File: config.mk
export PLATFORM = sky130hd
export DESIGN_NAME = debounce_filter_flat
export DESIGN_NICKNAME = d
export VERILOG_FILES = /design/src/rtl/debounce_filter_if.sv /design/src/rtl/debounce_filter.sv /design/src/flat_wrapper.sv
export SDC_FILE = /design/constraint.sdc
export NUM_CORES = 1
export LEC_CHECK = 0
export ABC_AREA = 1
export BUFFER_PORTS_ARGS = -buffer_cell sky130_fd_sc_hd__buf_2
export CORE_AREA = 2 2 39 41
export DETAILED_ROUTE_END_ITERATION = 10
export DIE_AREA = 0 0 41 43
export PLACE_DENSITY = 0.49
export SYNTH_ARGS = -nofsm -noshare
export SYNTH_HDL_FRONTEND = slang
export SYNTH_SLANG_ARGS = --single-unit
File: constraint.sdc
create_clock -name clk -period 1.2 [get_ports clk]
set_input_delay 0.06 -clock clk [delete_from_list [all_inputs] [get_ports clk]]
set_output_delay 0.06 -clock clk [all_outputs]
set_load 0.02 [all_outputs]
File: src/rtl/debounce_filter_if.sv
// debounce_filter_if: sample-qualifier, raw input and filtered outputs
// of the debounce filter, bundled for port connection.
interface debounce_filter_if;
  logic en;
  logic d;
  logic q;
  logic busy;

  modport master (
    output en,
    output d,
    input  q,
    input  busy
  );

  modport slave (
    input  en,
    input  d,
    output q,
    output busy
  );
endinterface

File: src/rtl/debounce_filter.sv
// debounce_filter: counter-based glitch filter, new level accepted after
// STABLE_CNT stable qualifying samples. DEBOUNCE_SYNC_EN adds 2-FF sync on d.
module debounce_filter #(
  parameter int   STABLE_CNT = 16,
  parameter int   CNT_W      = $clog2(STABLE_CNT + 1),
  parameter logic INIT       = 1'b0
) (
  input logic               clk,
  input logic               reset_n,
  debounce_filter_if.slave  bus
);

  if (STABLE_CNT < 1 || STABLE_CNT > 65535) begin : g_bad_cnt
    $error("debounce_filter: STABLE_CNT out of range 1..65535");
  end

  localparam logic [CNT_W-1:0] LAST = CNT_W'(STABLE_CNT - 1);

  typedef enum logic {
    STABLE = 1'b0,
    COUNT  = 1'b1
  } state_e;

  state_e           state_q, state_d;
  logic [CNT_W-1:0] cnt_q, cnt_d;
  logic             q_q, q_d;
  logic             s;

`ifdef DEBOUNCE_SYNC_EN
  logic sync1_q, sync2_q;

  // Synchronizer runs every clock so en gating does not stretch its delay
  always_ff @(posedge clk) begin
    if (!reset_n) begin
      sync1_q <= INIT;
      sync2_q <= INIT;
    end else begin
      sync1_q <= bus.d;
      sync2_q <= sync1_q;
    end
  end

  assign s = sync2_q;
`else
  assign s = bus.d;
`endif

  always_ff @(posedge clk) begin
    if (!reset_n) begin
      state_q <= STABLE;
      cnt_q   <= '0;
      q_q     <= INIT;
    end else begin
      state_q <= state_d;
      cnt_q   <= cnt_d;
      q_q     <= q_d;
    end
  end

  always_comb begin
    state_d = state_q;
    cnt_d   = cnt_q;
    q_d     = q_q;
    if (bus.en) begin
      priority case (1'b1)
        (s == q_q): begin
          cnt_d   = '0;
          state_d = STABLE;
        end
        (cnt_q == LAST): begin
          q_d     = s;
          cnt_d   = '0;
          state_d = STABLE;
        end
        default: begin
          cnt_d   = cnt_q + CNT_W'(1);
          state_d = COUNT;
        end
      endcase
    end
  end

  // COUNT is held exactly while cnt is nonzero, so the state flop is busy
  assign bus.q    = q_q;
  assign bus.busy = (state_q == COUNT);

endmodule

File: src/flat_wrapper.sv
// flat-port wrapper written by rule: the top's interface ports become plain ports
module debounce_filter_flat 
#(
  parameter int   STABLE_CNT = 16,
  parameter int   CNT_W      = $clog2(STABLE_CNT + 1),
  parameter logic INIT       = 1'b0
)
  (clk, reset_n, bus_en, bus_d, bus_q, bus_busy);
  debounce_filter_if bus_i ();
  input logic clk;
  input logic reset_n;
  input wire logic [$bits(bus_i.en)-1:0] bus_en;
  input wire logic [$bits(bus_i.d)-1:0] bus_d;
  output wire logic [$bits(bus_i.q)-1:0] bus_q;
  output wire logic [$bits(bus_i.busy)-1:0] bus_busy;
  assign bus_i.en = bus_en;
  assign bus_i.d = bus_d;
  assign bus_q = bus_i.q;
  assign bus_busy = bus_i.busy;
  debounce_filter #(.STABLE_CNT(STABLE_CNT), .CNT_W(CNT_W), .INIT(INIT)) u_core (.clk(clk), .reset_n(reset_n), .bus(bus_i));
endmodule
==> results summary <==
The share of the synthesized area in the top cell type is slightly above 40%. In this run the core area contains 14 standard-cell rows. In this run the worst hold path is classified as in -> reg.

Summed over all nets, wire length on met2 after detailed routing comes to around 310 um. STA classifies the critical path endpoint as a flip-flop. The flow ran to the end, and the final reports show no timing, DRC or antenna violations.

The final worst clock skew came out at between 0.002 and 0.003 ns. The maximum net fanout on the critical path came out at 4. The routability congestion estimate came out at approximately 0.70. The hold path startpoint is reset_n. The origin of the worst setup path is u_core.cnt_q[1]$_SDFFE_PN0P_.

The final period demand of the worst path came out at around 1.1 ns. The growth of design area from synthesis to finish is 29.2%. The number of cells in the design after placement came out at between 60 and 70. Summing every instance area after synthesis gives between 300 and 400 sq um. The quantity of I/O buffers inserted on ports came out at 5. The number of nets handed over by synthesis was 50. The data arrival time of the critical path is between 1 and 1.5 ns. The maximum buffer depth of the clock tree came out at 2. The largest total area in the synthesized netlist belongs to sky130_fd_sc_hd__dfxtp_1. The number of H-tree levels came out at 1. The worst hold slack came out at between 0.07 and 0.08 ns. Leaving out filler cells and counting taps, the final layout contains 73. Among cell families on the critical path, the largest total delay comes from simple AND/OR/NAND/NOR gates. The clock drives 7 sinks. The category of the worst setup path launch point is a flip-flop. The floorplan step defined a die boundary enclosing ~1800 sq um.

Setup total negative slack on the finished layout was measured at 0 ns. The cell type with the highest occurrence count on the critical path is sky130_fd_sc_hd__nor2_4. TritonCTS built the clock tree. The maximum number of pins on one net before global-route repair is 8.

In the post-synthesis netlist, the biggest area contributors are sky130_fd_sc_hd__dfxtp_1, sky130_fd_sc_hd__nand2_1, sky130_fd_sc_hd__a21oi_1. The count of vias placed by the detailed router is around 330. The largest single stage delay on the critical path is around 0.33 ns. The synthesized area per cell came out at about 7.5 sq um. The analysis attributes to cell leakage a power of 0.189 nW. For this run, the share of the core covered by cells in the final layout is around a third.

The critical path goes through ha_1 -> nand3_2 -> nor2_4 -> nor2_4 -> o21a_1. The area inside the core boundary came out at 1380 sq um. The gate count after technology mapping is 45.

Routed signal wires occupy layers up through met3. For this design the top-level I/O count stands at 6. The achievable clock frequency came out at ~880 MHz.

The period utilization came out at about 95%. Before antenna repair, the detailed router went through 4 iterations. The Yosys warning count is 0. The wire length of the first global-routing pass came out at between 1 and 1.5 mm. The most common library cell in the layout ignoring fill and taps is sky130_fd_sc_hd__nand2_1.

The number of setup violations in the final report came out at 0. The buffers plus inverters on the worst setup path is 0. The clock transition at the register clock pins on the worst setup and hold paths after CTS is around 0.060 ns.

The clock latency reported for the late side of the worst-skew pair is 0.25 ns. Yosys mapped a number of flops with a built-in enable equal to 0. For this run, the leading register cell type out of synthesis is sky130_fd_sc_hd__dfxtp_1. The detailed router's first-iteration violation count came out at 16. The flop and latch count out of synthesis came out at 7. The critical path is of the reg -> reg type. The number of clock buffers inserted by TritonCTS came out at 3.

The cell area power density is between 1000 and 1500 nW/um^2. The die is 41 um wide. The max capacitance violation total is 0. Leaving out fill and tap cells, the most frequent cells in the layout are sky130_fd_sc_hd__nand2_1, sky130_fd_sc_hd__a21oi_1, sky130_fd_sc_hd__dfxtp_1.

The multi-input combinational cells in the finished layout cover a total of roughly 190 sq um. The initial cell density of the core is about a quarter. The worst-case IR drop observed on VDD is 0.000568 V. The number of global-route vias before repair came out at approximately 290.

The detail-routed via count per cell came out at around 4.5. The tree is rooted in a sky130_fd_sc_hd__clkbuf_4. The half-perimeter wire length after placement is 545 um. The number of nets in the layout came out at between 60 and 70. The sequential element share of the synthesized area came out at approximately 41%.

The area taken by flip-flops and latches came out at 140 sq um. For this run, the total global-route usage over all layers was measured as under 10%. The max-slew headroom at the worst pin came out at 89.4%. The slowest stage of the critical path is the sky130_fd_sc_hd__dfxtp_1 cell. The number of routed nets with antenna violations is 0. The number of max-slew violations in the final report is 0. The number of setup buffers added after CTS is 0. The total congestion overflow came out at 0.

Wires add up to between 700 and 800 um. The remaining design rule violation count is 0. In the detailed route, the total length drawn on met3 is between 15 and 20 um. The share of async-settable or async-resettable flops after synthesis is 0%. After detailed routing, the average wire length per cell comes to between 9 and 10 um.

The final number of hold-violating endpoints is 0. The initial antenna violation count is 0. The transition time at the pin with the least slew margin is around 0.16 ns. The total of fill cells in the finished design came out at approximately 160. The required time at the worst-slack endpoint came out at ~1.3 ns. Measured along the y axis, the die boundary spans 43 um. The worst register-to-register path begins at u_core.cnt_q[1]$_SDFFE_PN0P_. Setup repair after global routing left no endpoint under its margin. The total power consumption of the routed design is roughly 500 uW. The final antenna diode count is 0.

The share of cells above drive strength 1 is about 28%. The detailed router put a total of approximately 390 um of wire on met1. The distinct cell type count after synthesis came out at 14.
[final timing paths]
path	slack, ns	cells after the start	to
worst max-delay path	0.06	5	u_core.cnt_q[0]$_SDFFE_PN0P_
worst min-delay path	0.08	3	u_core.bus.q$_SDFFE_PN0P_
worst min register to register	0.49	2	u_core.cnt_q[4]$_SDFFE_PN0P_
worst max register to register	0.06	5	u_core.cnt_q[0]$_SDFFE_PN0P_
[layer usage]
metal / vias up / track usage, %
li1: 174 / -
met2: 5 / 11.9
met4: 0 / 4.00
met1: 150 / 12.9
met5: - / 0
met3: 0 / 3.14
[worst register-to-register path, cell delays in order, from the launching register on]
cell                      delay, ns
sky130_fd_sc_hd__dfxtp_1       0.33
sky130_fd_sc_hd__ha_1          0.20
sky130_fd_sc_hd__nand3_2       0.13
sky130_fd_sc_hd__nor2_4        0.15
sky130_fd_sc_hd__nor2_4        0.06
sky130_fd_sc_hd__o21a_1        0.16
[kinds of logic (layout without fill, tap and decap cells)]
family                   count (synthesis)  in the layout  synth area share [%]
flip-flops                               7              7                  41.3
AO/OA/AOI/OAI                            9              9                  14.0
buffers and inverters                    5             17                  5.54
adder cells (fa/ha/maj)                  1              1                  3.69
AND/OR/NAND/NOR                         23             23                  35.4
[area by class of cell]
| type | count | area share [%] |
|---|---|---|
| clock buffers | 4 | 6.00 |
| inverters | 5 | 4.29 |
| multi-input cells | 33 | 42.3 |
| well taps | 16 | 4.57 |
| flip-flops and latches | 7 | 32.0 |
| repair buffers | 8 | 10.9 |
[stage by stage]
stage / setup slack, ns / instance area (sq um)
floorplan: 0.102 / 339
global placement: 0.0956 / 407
detailed placement: 0.0730 / 407
CTS: 0.0643 / 433
global route: 0.00282 / 438
finish: 0.0625 / 438
[cell usage after synthesis, types with 2 or more instances]
master                    number
sky130_fd_sc_hd__dfxtp_1       7
sky130_fd_sc_hd__nand3_2       2
sky130_fd_sc_hd__a21oi_1       7
sky130_fd_sc_hd__nand2_1      11
sky130_fd_sc_hd__nand3_1       3
sky130_fd_sc_hd__nand4_1       2
sky130_fd_sc_hd__nor2_1        2
sky130_fd_sc_hd__inv_1         5
[power by group]
part	switching, mW	internal (mW)	total [mW]
clock network	0.0893	0.127	0.216
registers	0.00243	0.238	0.240
logic	0.0278	0.0186	0.0464
total	0.120	0.383	0.503
[registers in the layout, indices dropped and copies added, names as in the netlist]
| name | count |
|---|---|
| u_core.bus.busy | 1 |
| u_core.bus.q | 1 |
| u_core.cnt_q | 5 |
[timing repair]
| action | CTS | global route |
|---|---|---|
| hold buffers | 0 | 0 |
| gates resized for setup | 0 | 1 |
| endpoints found under the setup margin | 0 | 1 |
No activity file was read; power rests on OpenSTA's default activity.
